===== config.mk =====
export PLATFORM = sky130hd
export DESIGN_NAME = uart_tx_arbiter_flat
export DESIGN_NICKNAME = d
export VERILOG_FILES = /design/src/rtl/uart_tx_arbiter_pkg.sv /design/src/rtl/uart_tx_arbiter_if.sv /design/src/rtl/uart_tx_arbiter_rr_pick.sv /design/src/rtl/uart_tx_arbiter.sv /design/src/flat_wrapper.sv
export SDC_FILE = /design/constraint.sdc
export NUM_CORES = 1
export LEC_CHECK = 0
export ABC_CLOCK_PERIOD_IN_PS = 3000
export CAP_MARGIN = 0
export CORE_AREA = 2 2 53 55
export CTS_CLUSTER_SIZE = 8
export DETAILED_ROUTE_END_ITERATION = 10
export DIE_AREA = 0 0 55 57
export MAX_ROUTING_LAYER = met4
export PLACE_DENSITY = 0.84
export RECOVER_POWER = 25
export SYNTH_ARGS = -nofsm -noshare
export SYNTH_HDL_FRONTEND = slang
export SYNTH_SLANG_ARGS = --single-unit

===== constraint.sdc =====
create_clock -name clk_i -period 3 [get_ports clk_i]
set_clock_uncertainty 0.15 [all_clocks]
set_input_delay 0.45 -clock clk_i [delete_from_list [all_inputs] [get_ports clk_i]]
set_output_delay 0.45 -clock clk_i [all_outputs]
set_load 0.005 [all_outputs]

===== src/rtl/uart_tx_arbiter_pkg.sv =====
// Shared types and helpers for the UART TX arbiter.
// Also holds the one-hot-to-index helper used when a grant is released.
package uart_tx_arbiter_pkg;

   typedef enum logic {ARB_IDLE, ARB_LOCKED} uart_arb_state_t;

   localparam int UART_ARB_MAX_REQ = 8;
   localparam int UART_ARB_IDX_W   = $clog2(UART_ARB_MAX_REQ);

   // OR of the indices of set bits; exact for a one-hot input.
   function automatic logic [UART_ARB_IDX_W-1:0] onehot_to_idx(input logic [UART_ARB_MAX_REQ-1:0] oh);
      logic [UART_ARB_IDX_W-1:0] idx;
      idx = '0;
      for (int i = 0; i < UART_ARB_MAX_REQ; i++) begin
         if (oh[i]) idx = idx | UART_ARB_IDX_W'(i);
      end
      return idx;
   endfunction

endpackage


===== src/rtl/uart_tx_arbiter_if.sv =====
// Requester-side and UART-side byte handshake bundle for uart_tx_arbiter.
// Signal suffixes are from the arbiter's point of view.
interface uart_tx_arbiter_if #(
   parameter int NUM_REQ = 2
);
   logic [NUM_REQ-1:0][7:0] req_data_i;
   logic [NUM_REQ-1:0]      req_valid_i;
   logic [NUM_REQ-1:0]      req_last_i;
   logic [NUM_REQ-1:0]      req_ready_o;
   logic [NUM_REQ-1:0]      grant_o;
   logic [7:0]              tx_data_o;
   logic                    tx_valid_o;
   logic                    tx_ready_i;
   logic                    timeout_o;

   modport slave (
      input  req_data_i, req_valid_i, req_last_i, tx_ready_i,
      output req_ready_o, grant_o, tx_data_o, tx_valid_o, timeout_o
   );

   modport master (
      output req_data_i, req_valid_i, req_last_i, tx_ready_i,
      input  req_ready_o, grant_o, tx_data_o, tx_valid_o, timeout_o
   );
endinterface


===== src/rtl/uart_tx_arbiter_rr_pick.sv =====
// Combinational round-robin picker: first set request strictly after rr_ptr_i,
// wrapping modulo NUM_REQ. Generic enough for other bus arbiters.
module uart_rr_pick #(
   parameter int NUM_REQ = 2,
   parameter int IDX_W   = $clog2(NUM_REQ)
) (
   input  logic [NUM_REQ-1:0] req_i,
   input  logic [IDX_W-1:0]   rr_ptr_i,
   output logic [NUM_REQ-1:0] pick_o,
   output logic               any_req_o
);

   logic [IDX_W-1:0] cand;
   logic             found;

   always_comb begin
      pick_o = '0;
      found  = 1'b0;
      cand   = '0;
      // Offset NUM_REQ lands back on rr_ptr_i itself, so it is checked last.
      for (int off = 1; off <= NUM_REQ; off++) begin
         cand = IDX_W'((int'(rr_ptr_i) + off) % NUM_REQ);
         if (!found && req_i[cand]) begin
            pick_o[cand] = 1'b1;
            found        = 1'b1;
         end
      end
   end

   assign any_req_o = |req_i;

endmodule


===== src/rtl/uart_tx_arbiter.sv =====
// Packet-locked round-robin arbiter sharing one UART transmitter between
// NUM_REQ byte-stream requesters, with a registered byte output stage.
module uart_tx_arbiter
   import uart_tx_arbiter_pkg::*;
#(
   parameter int NUM_REQ        = 2,
   parameter int TIMEOUT_CYCLES = 1024
) (
   input logic               clk_i,
   input logic               reset_i,
   uart_tx_arbiter_if.slave  bus
);

   localparam int IDX_W = $clog2(NUM_REQ);
   localparam int CNT_W = $clog2(TIMEOUT_CYCLES + 1);

   uart_arb_state_t    state_q, state_d;
   logic [NUM_REQ-1:0] grant_q, grant_d;
   logic [IDX_W-1:0]   rr_ptr_q, rr_ptr_d;
   logic [CNT_W-1:0]   idle_cnt_q, idle_cnt_d;
   logic               tx_valid_q, tx_valid_d;
   logic [7:0]         tx_data_q, tx_data_d;
   logic               timeout_q, timeout_d;

   logic [NUM_REQ-1:0] pick;
   logic               any_req;
   logic               out_free;
   logic               owner_valid;
   logic               owner_last;
   logic [7:0]         owner_data;
   logic [IDX_W-1:0]   owner_idx;
   logic               accept;

   uart_rr_pick #(
      .NUM_REQ (NUM_REQ),
      .IDX_W   (IDX_W)
   ) u_pick (
      .req_i     (bus.req_valid_i),
      .rr_ptr_i  (rr_ptr_q),
      .pick_o    (pick),
      .any_req_o (any_req)
   );

   // Output register can take a byte when empty or draining this cycle.
   assign out_free        = !tx_valid_q || bus.tx_ready_i;
   assign bus.req_ready_o = grant_q & {NUM_REQ{out_free}};

   always_comb begin
      owner_data = 8'h00;
      for (int i = 0; i < NUM_REQ; i++) begin
         if (grant_q[i]) owner_data = owner_data | bus.req_data_i[i];
      end
   end

   assign owner_valid = |(grant_q & bus.req_valid_i);
   assign owner_last  = |(grant_q & bus.req_last_i);
   assign owner_idx   = IDX_W'(onehot_to_idx(UART_ARB_MAX_REQ'(grant_q)));
   assign accept      = owner_valid && out_free;

   always_comb begin
      state_d    = state_q;
      grant_d    = grant_q;
      rr_ptr_d   = rr_ptr_q;
      idle_cnt_d = idle_cnt_q;
      timeout_d  = 1'b0;
      tx_valid_d = tx_valid_q && !bus.tx_ready_i;
      tx_data_d  = tx_data_q;

      case (state_q)
         ARB_IDLE: begin
            if (any_req) begin
               grant_d    = pick;
               state_d    = ARB_LOCKED;
               idle_cnt_d = '0;
            end
         end
         ARB_LOCKED: begin
            if (accept) begin
               tx_valid_d = 1'b1;
               tx_data_d  = owner_data;
               idle_cnt_d = '0;
               if (owner_last) begin
                  state_d  = ARB_IDLE;
                  grant_d  = '0;
                  rr_ptr_d = owner_idx;
               end
            end else if (!owner_valid) begin
               // This idle cycle is the TIMEOUT_CYCLES-th one: release now.
               if (idle_cnt_q >= CNT_W'(TIMEOUT_CYCLES - 1)) begin
                  timeout_d  = 1'b1;
                  state_d    = ARB_IDLE;
                  grant_d    = '0;
                  rr_ptr_d   = owner_idx;
                  idle_cnt_d = '0;
               end else begin
                  idle_cnt_d = idle_cnt_q + 1'b1;
               end
            end
         end
         default: state_d = ARB_IDLE;
      endcase
   end

   always_ff @(posedge clk_i) begin
      if (!reset_i) begin
         state_q    <= ARB_IDLE;
         grant_q    <= '0;
         rr_ptr_q   <= IDX_W'(NUM_REQ - 1);
         idle_cnt_q <= '0;
         tx_valid_q <= 1'b0;
         tx_data_q  <= 8'h00;
         timeout_q  <= 1'b0;
      end else begin
         state_q    <= state_d;
         grant_q    <= grant_d;
         rr_ptr_q   <= rr_ptr_d;
         idle_cnt_q <= idle_cnt_d;
         tx_valid_q <= tx_valid_d;
         tx_data_q  <= tx_data_d;
         timeout_q  <= timeout_d;
      end
   end

   assign bus.grant_o    = grant_q;
   assign bus.tx_valid_o = tx_valid_q;
   assign bus.tx_data_o  = tx_data_q;
   assign bus.timeout_o  = timeout_q;

endmodule


===== src/flat_wrapper.sv =====
// flat-port wrapper written by rule: the top's interface ports become plain ports
module uart_tx_arbiter_flat import uart_tx_arbiter_pkg::*;
#(
   parameter int NUM_REQ        = 2,
   parameter int TIMEOUT_CYCLES = 1024
)
  (clk_i, reset_i, bus_req_data_i, bus_req_valid_i, bus_req_last_i, bus_tx_ready_i, bus_req_ready_o, bus_grant_o, bus_tx_data_o, bus_tx_valid_o, bus_timeout_o);
  uart_tx_arbiter_if #(.NUM_REQ(NUM_REQ)) bus_i ();
  input logic clk_i;
  input logic reset_i;
  input wire logic [$bits(bus_i.req_data_i)-1:0] bus_req_data_i;
  input wire logic [$bits(bus_i.req_valid_i)-1:0] bus_req_valid_i;
  input wire logic [$bits(bus_i.req_last_i)-1:0] bus_req_last_i;
  input wire logic [$bits(bus_i.tx_ready_i)-1:0] bus_tx_ready_i;
  output wire logic [$bits(bus_i.req_ready_o)-1:0] bus_req_ready_o;
  output wire logic [$bits(bus_i.grant_o)-1:0] bus_grant_o;
  output wire logic [$bits(bus_i.tx_data_o)-1:0] bus_tx_data_o;
  output wire logic [$bits(bus_i.tx_valid_o)-1:0] bus_tx_valid_o;
  output wire logic [$bits(bus_i.timeout_o)-1:0] bus_timeout_o;
  assign bus_i.req_data_i = bus_req_data_i;
  assign bus_i.req_valid_i = bus_req_valid_i;
  assign bus_i.req_last_i = bus_req_last_i;
  assign bus_i.tx_ready_i = bus_tx_ready_i;
  assign bus_req_ready_o = bus_i.req_ready_o;
  assign bus_grant_o = bus_i.grant_o;
  assign bus_tx_data_o = bus_i.tx_data_o;
  assign bus_tx_valid_o = bus_i.tx_valid_o;
  assign bus_timeout_o = bus_i.timeout_o;
  uart_tx_arbiter #(.NUM_REQ(NUM_REQ), .TIMEOUT_CYCLES(TIMEOUT_CYCLES)) u_core (.clk_i(clk_i), .reset_i(reset_i), .bus(bus_i));
endmodule

==> results.py, run 1 <==
metrics = {
    "status": {
        "status": "finished, final reports clean",
    },
    "setup_path": {
        "crit_chain": "clkdlybuf4s50_1 > nor2b_1 > buf_4 > nor2b_1 > clkdlybuf4s50_1",
        "end_kind": "output port",
        "r2r_start": "u_core.idle_cnt_q[0]",
        "r2r_cells": 6,
        "required_ns": 2.40,
        "reg2reg_to": "u_core.idle_cnt_q[5]",
        "worst-path-max-fanout": 8,
        "critPathKind": "in2out",
        "crit_arrival_ns": 1.73,
        "r2r_slack_ns": 0.89,
        "start_kind": "input port",
        "critPathSlowestCell": "clkdlybuf4s50_1",
        "cpPeakStageDelay_ns": 0.51,
    },
    "logic_synthesis": {
        "async_flop_share_pct": 0,
        "ys.flop_type": "dfxtp_1",
        "synthDistinctLibCells": 37,
        "avgSynthCellArea_um2": 8.561,
        "synthesis.area_mm2": 0.001250,
        "syn_inst": 146,
        "ys_ff_latch": 25,
        "syn_nets": 170,
        "synth_enable_flop_cells": 0,
        "synth_seq_area_share_pct": 40.04,
        "ys_warn_count": 0,
    },
    "hold_path": {
        "worstHoldEndpoint": "u_core.idle_cnt_q[6]",
        "hold_start": "u_core.idle_cnt_q[10]",
        "hold_class": "reg2reg",
        "holdPathStages": 1,
    },
    "finish": {
        "area_delta_synth_final_pct": 32.13,
        "postLayoutCoreUtil_pct": 63.16,
        "layout-drive-gt1-share_pct": 5.587,
        "nets": 204,
        "antenna_cells": 0,
    },
    "timing": {
        "fmax_mhz": 429.9,
        "setup_viol_count_final": 0,
        "finalSetupTns_ns": 0,
        "relSlewSlack_pct": 66.43,
        "rsz0062_at_grt": "no",
        "worst_pin_slew_ns": 0.5026,
        "period_share_pct": 77.53,
        "maxSlewViolCount": 0,
        "hold_viol_final": 0,
        "min_period_ns": 2.326,
    },
    "cts": {
        "cts.clk_slew.worst_paths_ns": 0.13,
        "clkSinkCount": 25,
        "clk_path_buf_depth": 2,
        "htree_num_levels": 1,
        "cts_hold_buf": 0,
        "cts_resized": 0,
        "cts_setup_buffers": 0,
        "clkLatencyLatePin_ns": 0.32,
        "cts_root_buf": "clkbuf_4",
        "cts_buffers": 3,
        "tritoncts": "built",
    },
    "global_routing": {
        "grt_usage_pct": 19.19,
        "grt_overflow": 0,
        "grt_pass1_vias": 1113,
        "antenna_found_initial": 0,
        "grt_pass1_wl_um": 4388,
        "grt_max_degree": 22,
    },
    "die": {
        "initial_core_util_pct": 47.80,
        "die_width_um": 55,
        "boundaryPins": 37,
        "die-height_um": 57,
        "rows": 19,
        "die_area_mm2": 0.003135,
        "core_mm2": 0.002615,
    },
    "pwr": {
        "power.leakage_nw": 0.7522,
        "power_density_mw_per_mm2": 374.0,
        "ir_drop_mv": 0.3438,
    },
    "place": {
        "dp_hpwl_um": 2046,
        "port_buffers": 36,
        "place_congestion": 0.8162,
    },
    "detailed_routing": {
        "wl_per_cell_um": 12.94,
        "postRouteAntennaNets": 0,
        "route.vias.total": 1192,
        "drc": 0,
        "first_iter_violations": 17,
        "dr.pass1.iters": 4,
        "vias_per_cell": 5.676,
        "wirelength_um": 2717,
    },
    "run": {
        "max-cap-violations": 0,
    },
}
==> per-layer routing <==
layer | track usage, % | share of wire [%] | routed length, um | vias up
met3 | 2.880 | 4.9 | 132 | 4
met1 | 22.89 | 45 | 1233 | 552
met4 | 7.317 | 1.1 | 29 | 0
li1 | - | - | - | 602
met2 | 31.80 | 49 | 1322 | 34
met5 | - | 0 | 0 | -
==> final cells by class <==
type | count | area, um2
Tap cell | 31 | 38.79
Clock buffer | 4 | 26.28
Fill cell | 223 | 963.4
Multi-Input combinational cell | 109 | 695.7
Sequential cell | 25 | 500.5
Inverter | 2 | 7.507
Timing Repair Buffer | 39 | 382.9
==> critical path, delay by kind of cell <==
family | cells | cell delay (ns)
and+or+nand+nor | 2 | 0.15
buffers and inverters | 3 | 1.13
==> cell usage after synthesis (2+ instances only) <==
cell type,number,area (um2)
inv_1,2,7.510
nand2b_1,2,12.51
a22oi_1,12,90.09
nor2b_1,7,43.79
o22ai_1,2,12.51
buf_4,2,15.01
a21oi_1,3,15.01
and3_1,4,25.02
o211a_1,8,80.08
nand4_1,2,12.51
clkbuf_1,7,26.28
and2_1,2,12.51
a22o_1,2,17.52
nand2_1,24,90.09
o21ai_0,3,15.01
dfxtp_1,25,500.5
nor2_1,10,37.54
nand3_1,9,45.04
a32o_1,2,20.02
==> registers in the layout (all words and copies together), names as in the netlist <==
register,count
u_core.bus.grant_o,2
u_core.bus.timeout_o,1
u_core.bus.tx_data_o,8
u_core.bus.tx_valid_o,1
u_core.idle_cnt_q,11
u_core.rr_ptr_q,1
u_core.state_q,1
==> metrics by stage <==
step           setup slack [ns]  power (mW)  cell area [um2]  hold slack (ns)  std cells
6_report                 0.6741      0.6176             1652           0.3143        210
5_1_grt                  0.6240      0.6493             1652           0.3485        210
4_1_cts                  0.6690      0.6279             1652           0.3185        210
3_5_place_dp             0.4723      0.4782             1625           0.2991        206
3_3_place_gp             0.5903      0.4747             1625           0.2882        206
2_1_floorplan             1.201      0.4184             1250           0.2709        146
==> power breakdown <==
group / internal (mW) / total [mW] / switching (mW)
Clock: 0.0520 / 0.148 / 0.0963
Sequential: 0.344 / 0.361 / 0.0176
Combinational: 0.0662 / 0.108 / 0.0417
==> placed cells by master (no fill, tap or decap), drive strengths merged, types with 3 or more instances in the layout <==
| cell | n |
|---|---|
| a21oi | 3 |
| a22oi | 12 |
| and3 | 4 |
| buf | 3 |
| clkbuf | 4 |
| clkdlybuf4s50 | 29 |
| dfxtp | 25 |
| dlygate4sd3 | 7 |
| nand2 | 24 |
| nand3 | 9 |
| nor2 | 11 |
| nor2b | 7 |
| o211a | 8 |
| o21ai | 3 |
==> how the worst max path moves through the flow <==
stage / start / endpoint / slack [ns]
finish: bus_tx_ready_i / bus_req_ready_o[0] / 0.67
floorplan: u_core.idle_cnt_q[0] / u_core.idle_cnt_q[5] / 1.20
CTS: bus_tx_ready_i / bus_req_ready_o[0] / 0.67
global route: bus_tx_ready_i / bus_req_ready_o[0] / 0.62
detailed placement: bus_req_valid_i[0] / u_core.idle_cnt_q[7] / 0.47
global placement: bus_req_valid_i[0] / u_core.idle_cnt_q[7] / 0.59
==> cells by family after synthesis <==
logic type,count (synthesis),synth area share (%)
simple gates,64,24.22
compound gates,42,28.93
flops,25,40.04
buf+inv,12,4.304
xor+xnor,1,0.7008
mux,1,0.8008
fa+ha+maj,1,1.001
Note: power is estimated with default switching activity, not from simulation.
==> run 2: changes to the inputs <==
Settings changed: ABC_CLOCK_PERIOD_IN_PS 3000 to 2300, CORE_AREA 2 2 53 55 to 2 2 56 58, DIE_AREA 0 0 55 57 to 0 0 58 60, PLACE_DENSITY 0.84 to 0.76.
Clock period 3 ns to 2.3 ns, I/O delays scaled along.
==> run 2 against run 1 <==
  * Critical path depth shrank 3
  * Sequential share of layout area shrank 0.72 points
  * First-iteration DRC count rose to 3.2 times the previous value
  * Global-route usage fell by 0.48 points
  * Clock power rose by 30%
  * Total power is 32% higher
  * Routed wire length up 9.4%
  * Cell count increased by 3.3%
  * Critical path type is now reg2out
  * Largest power group unchanged
==> results.py, run 2 (synthesized netlist as in run 1, its figures left out) <==
metrics = {
    "detailed_routing": {
        "route.vias.total": 1221,
        "postRouteAntennaNets": 0,
        "wl_per_cell_um": 13.70,
        "drc": 0,
        "wirelength_um": 2972,
        "vias_per_cell": 5.627,
        "dr.pass1.iters": 4,
        "first_iter_violations": 54,
    },
    "cts": {
        "cts.clk_slew.worst_paths_ns": 0.13,
        "tritoncts": "built",
        "cts_buffers": 3,
        "cts_resized": 0,
        "htree_num_levels": 1,
        "cts_setup_buffers": 0,
        "clkSinkCount": 25,
        "cts_hold_buf": 0,
        "clkLatencyLatePin_ns": 0.31,
        "clk_path_buf_depth": 2,
        "cts_root_buf": "clkbuf_4",
    },
    "hold_path": {
        "worstHoldEndpoint": "u_core.idle_cnt_q[6]",
        "hold_class": "reg2reg",
        "hold_start": "u_core.idle_cnt_q[10]",
        "holdPathStages": 1,
    },
    "finish": {
        "nets": 209,
        "layout_common_cells": "29 x clkdlybuf4s50_1, 25 x dfxtp_1, 24 x nand2_1",
        "layout-drive-gt1-share_pct": 8.152,
        "final_common_cell": "clkdlybuf4s50_1",
        "fillCellCount": 275,
        "largest_reg_flops": 11,
        "antenna_cells": 0,
        "regMostFlops": "u_core.idle_cnt_q",
        "design_area_mm2": 0.001692,
        "area_delta_synth_final_pct": 35.34,
    },
    "die": {
        "initial_core_util_pct": 43.06,
        "die_area_mm2": 0.003480,
        "rows": 20,
        "die-height_um": 60,
        "core_mm2": 0.002903,
        "boundaryPins": 37,
        "die_width_um": 58,
    },
    "place": {
        "port_buffers": 36,
        "place_area_mm2": 0.001665,
        "place_congestion": 0.7955,
        "dp_hpwl_um": 2301,
    },
    "setup_path": {
        "start_kind": "register",
        "required_ns": 1.80,
        "crit_arrival_ns": 1.68,
        "critPathKind": "reg2out",
        "reg2reg_to": "u_core.idle_cnt_q[5]",
        "startpoint": "u_core.bus.grant_o[1]",
        "r2r_slack_ns": 0.16,
        "worst-path-max-fanout": 15,
        "end_kind": "output port",
        "r2r_start": "u_core.idle_cnt_q[1]",
        "r2r_cells": 6,
    },
    "global_routing": {
        "grt_pass1_wl_um": 4988,
        "grt_max_degree": 20,
        "antenna_found_initial": 0,
        "grt_usage_pct": 18.72,
        "grt_overflow": 0,
        "grt_pass1_vias": 1159,
    },
    "pwr": {
        "switching_share_pct": 25.22,
        "power_density_mw_per_mm2": 483.1,
        "power.leakage_nw": 0.7758,
        "clkPwrFrac_pct": 23.6,
        "p_int_uw": 611.1,
        "p_seq_share_pct": 57.1,
        "ir_drop_mv": 0.3530,
        "comb_power_share_pct": 19.3,
        "switching_power_uw": 206.1,
    },
    "timing": {
        "maxSlewViolCount": 0,
        "hold_viol_final": 0,
        "relSlewSlack_pct": 67.06,
        "min_period_ns": 2.175,
        "fmax_mhz": 459.8,
        "rsz0062_at_grt": "no",
        "worst_pin_slew_ns": 0.4931,
        "finalSetupTns_ns": 0,
        "setup_viol_count_final": 0,
        "period_share_pct": 94.56,
    },
    "status": {
        "status": "finished, final reports clean",
    },
    "run": {
        "max-cap-violations": 0,
    },
}
run 2: cell type report:
class | count | area, um2 | area share [%]
multi-input cells | 109 | 695.7 | 41.12
repair buffers | 44 | 420.4 | 24.85
clock buffers | 4 | 26.28 | 1.553
flip-flops and latches | 25 | 500.5 | 29.59
well taps | 33 | 41.29 | 2.441
inverters | 2 | 7.507 | 0.4438
run 2: stage by stage:
stage | setup slack (ns) | hold WS, ns | power, mW | instances | util [%]
floorplan | 0.5011 | 0.2709 | 0.5457 | 146 | -
CTS | 0.1263 | 0.3237 | 0.8296 | 217 | 58.28
detailed placement | 0.04727 | 0.3037 | 0.6354 | 213 | 57.37
global placement | 0.1721 | 0.2894 | 0.6297 | 213 | 57.37
finish | 0.1250 | 0.3277 | 0.8171 | 217 | 58.28
global route | 0.05368 | 0.3678 | 0.8629 | 217 | 58.28
run 2: worst max-delay path by stage:
stage | end | slack, ns | cells after the start
6_report | bus_req_ready_o[1] | 0.13 | 2
4_1_cts | bus_req_ready_o[1] | 0.13 | 2
2_1_floorplan | u_core.idle_cnt_q[5] | 0.50 | 6
3_3_place_gp | u_core.idle_cnt_q[6] | 0.17 | 6
3_5_place_dp | u_core.idle_cnt_q[7] | 0.05 | 6
5_1_grt | bus_req_ready_o[1] | 0.05 | 2
run 2: power groups by stage:
stage               logic (mW)  registers, mW  clock network [mW]
finish                   0.158          0.466               0.193
global placement         0.155          0.475                   0
floorplan               0.0762          0.469                   0
detailed placement       0.159          0.476                   0
CTS                      0.160          0.467               0.203
global route             0.173          0.470               0.221
run 2: per-layer routing:
layer  vias to the layer above  routed length (um)  track usage (%)
li1                        614                   -                -
met1                       571                1295            22.69
met2                        34                1489            31.33
met3                         2                 175            3.680
met4                         0                  12            5.980
met5                         -                   0                -
run 2: critical path, cell delays in order, from the launching register on:
cell	delay [ns]
dfxtp_1	0.65
nor2b_1	0.19
clkdlybuf4s50_1	0.52
==> run 3: changes to the inputs <==
Settings changed: CORE_AREA 2 2 56 58 to 2 2 43 74, DIE_AREA 0 0 58 60 to 0 0 45 76, PLACE_DENSITY 0.76 to 0.77.
==> run 3 against run 2 <==
  * Largest cell class unchanged
  * Routed wire length rose by 6.8%
  * Cell count fell by 2.8%
  * First-iteration DRC count fell by 52%
  * Total power rose by 8.2%
  * Highest routed layer unchanged
  * Critical path type unchanged
  * Flip-flop and latch count did not move
==> results.py, run 3 (synthesized netlist as in run 1, its figures left out) <==
metrics = {
    "setup_path": {
        "crit_family": "buffers and inverters",
        "required_ns": 1.80,
        "cpPeakStageDelay_ns": 0.52,
        "crit_arrival_ns": 1.62,
        "crit_chain": "buf_4 > nor2b_1 > clkdlybuf4s50_1",
        "worst-path-max-fanout": 8,
        "end_kind": "output port",
        "critPathSlowestCell": "clkdlybuf4s50_1",
        "start_kind": "register",
        "critPathKind": "reg2out",
        "crit_buf_inv": 2,
    },
    "detailed_routing": {
        "postRouteAntennaNets": 0,
        "highest_layer": "met4",
        "dr.pass1.iters": 4,
        "wirelength_um": 3175,
        "first_iter_violations": 26,
        "met1Wirelength_um": 1148,
        "wl_per_cell_um": 15.05,
        "route.vias.total": 1227,
        "drc": 0,
        "wl_met2_um": 1790,
        "vias_per_cell": 5.815,
        "wl_met3_um": 146,
    },
    "die": {
        "initial_core_util_pct": 43.66,
        "core_mm2": 0.002863,
        "boundaryPins": 37,
        "die_width_um": 45,
        "die_area_mm2": 0.003420,
        "die-height_um": 76,
        "rows": 26,
    },
    "timing": {
        "worst_pin_slew_ns": 0.5238,
        "fmax_mhz": 472.8,
        "min_period_ns": 2.115,
        "period_share_pct": 91.95,
        "finalSetupTns_ns": 0,
        "rsz0062_at_grt": "no",
        "maxSlewViolCount": 0,
        "hold_viol_final": 0,
        "setup_viol_count_final": 0,
        "relSlewSlack_pct": 65.01,
    },
    "cts": {
        "cts.clk_slew.worst_paths_ns": 0.09,
        "clkSinkCount": 25,
        "clkLatencyLatePin_ns": 0.27,
        "cts_hold_buf": 0,
        "cts_root_buf": "clkbuf_8",
        "clk_path_buf_depth": 2,
        "tritoncts": "built",
        "cts_resized": 0,
        "cts_buffers": 3,
        "cts_setup_buffers": 0,
        "htree_num_levels": 1,
    },
    "finish": {
        "final_common_cell": "clkdlybuf4s50_1",
        "stdcell_count": 211,
        "antenna_cells": 0,
        "nets": 208,
        "regArea_um2": 500.5,
        "multi_input_area_um2": 695.7,
        "layout-drive-gt1-share_pct": 8.197,
        "layout_common_cells": "27 x clkdlybuf4s50_1, 25 x dfxtp_1, 24 x nand2_1",
        "regMostFlops": "u_core.idle_cnt_q",
        "largest_reg_flops": 11,
        "area_delta_synth_final_pct": 35.84,
        "fillCellCount": 263,
    },
    "pwr": {
        "power.leakage_nw": 0.7869,
        "p_int_uw": 661.2,
        "comb_power_share_pct": 17.4,
        "clkPwrFrac_pct": 29.8,
        "switching_share_pct": 25.22,
        "power_density_mw_per_mm2": 520.8,
        "ir_drop_mv": 0.4303,
        "switching_power_uw": 223.0,
        "p_seq_share_pct": 52.8,
    },
    "global_routing": {
        "grt_max_degree": 17,
        "grt_pass1_wl_um": 5409,
        "grt_usage_pct": 21.10,
        "antenna_found_initial": 0,
        "grt_pass1_vias": 1303,
        "grt_overflow": 0,
    },
    "status": {
        "status": "finished, final reports clean",
    },
    "hold_path": {
        "hold_class": "reg2reg",
    },
    "place": {
        "post-place-cells": 207,
        "dp_hpwl_um": 2518,
        "port_buffers": 36,
        "place_congestion": 0.8455,
    },
    "run": {
        "max-cap-violations": 0,
    },
}
-- run 3: final timing paths --
kind              slack (ns)             startpoint                    to  cells past startpoint
hold / removal          0.31  u_core.idle_cnt_q[10]  u_core.idle_cnt_q[6]                      1
setup / recovery        0.19  u_core.bus.grant_o[0]    bus_req_ready_o[0]                      3
hold reg to reg         0.31  u_core.idle_cnt_q[10]  u_core.idle_cnt_q[6]                      1
setup reg to reg        0.24   u_core.idle_cnt_q[0]  u_core.idle_cnt_q[5]                      6
-- run 3: layout make-up --
class | count | share of cell area, %
Clock buffer | 3 | 2.432
Clock inverter | 1 | 0.2948
Multi-Input combinational cell | 109 | 40.97
Sequential cell | 25 | 29.48
Tap cell | 28 | 2.063
Inverter | 2 | 0.4422
Timing Repair Buffer | 43 | 24.32
-- run 3: power by group through the flow --
stage	clock (mW)	sequential, mW	combinational (mW)
2_1_floorplan	0	0.469	0.0762
5_1_grt	0.287	0.470	0.167
3_5_place_dp	0	0.477	0.156
3_3_place_gp	0	0.476	0.153
4_1_cts	0.263	0.467	0.157
6_report	0.263	0.467	0.154
-- run 3: worst reg2reg max path: stages (launching register included) --
cell and delay (ns):
dfxtp_1 0.44, ha_1 0.27, a21oi_1 0.11, o41ai_4 0.40, nor2_2 0.11, buf_4 0.18, a221o_1 0.29
-- run 3: metrics by stage --
step / hold WS (ns) / worst slack (ns) / total power, mW / instance area [um2] / util, %
2_1_floorplan: 0.2709 / 0.5011 / 0.5457 / 1250 / -
3_3_place_gp: 0.2950 / 0.09056 / 0.6287 / 1652 / 57.69
3_5_place_dp: 0.3083 / 0.02483 / 0.6331 / 1652 / 57.69
4_1_cts: 0.3206 / 0.2038 / 0.8865 / 1698 / 59.31
5_1_grt: 0.3334 / 0.07289 / 0.9246 / 1698 / 59.31
6_report: 0.3138 / 0.1851 / 0.8842 / 1698 / 59.31
-- run 3: per-layer routing --
| layer | track usage, % | vias to the layer above |
|---|---|---|
| li1 | - | 608 |
| met2 | 37.14 | 40 |
| met1 | 20.57 | 570 |
| met5 | - | - |
| met4 | 10.59 | 0 |
| met3 | 3.791 | 9 |
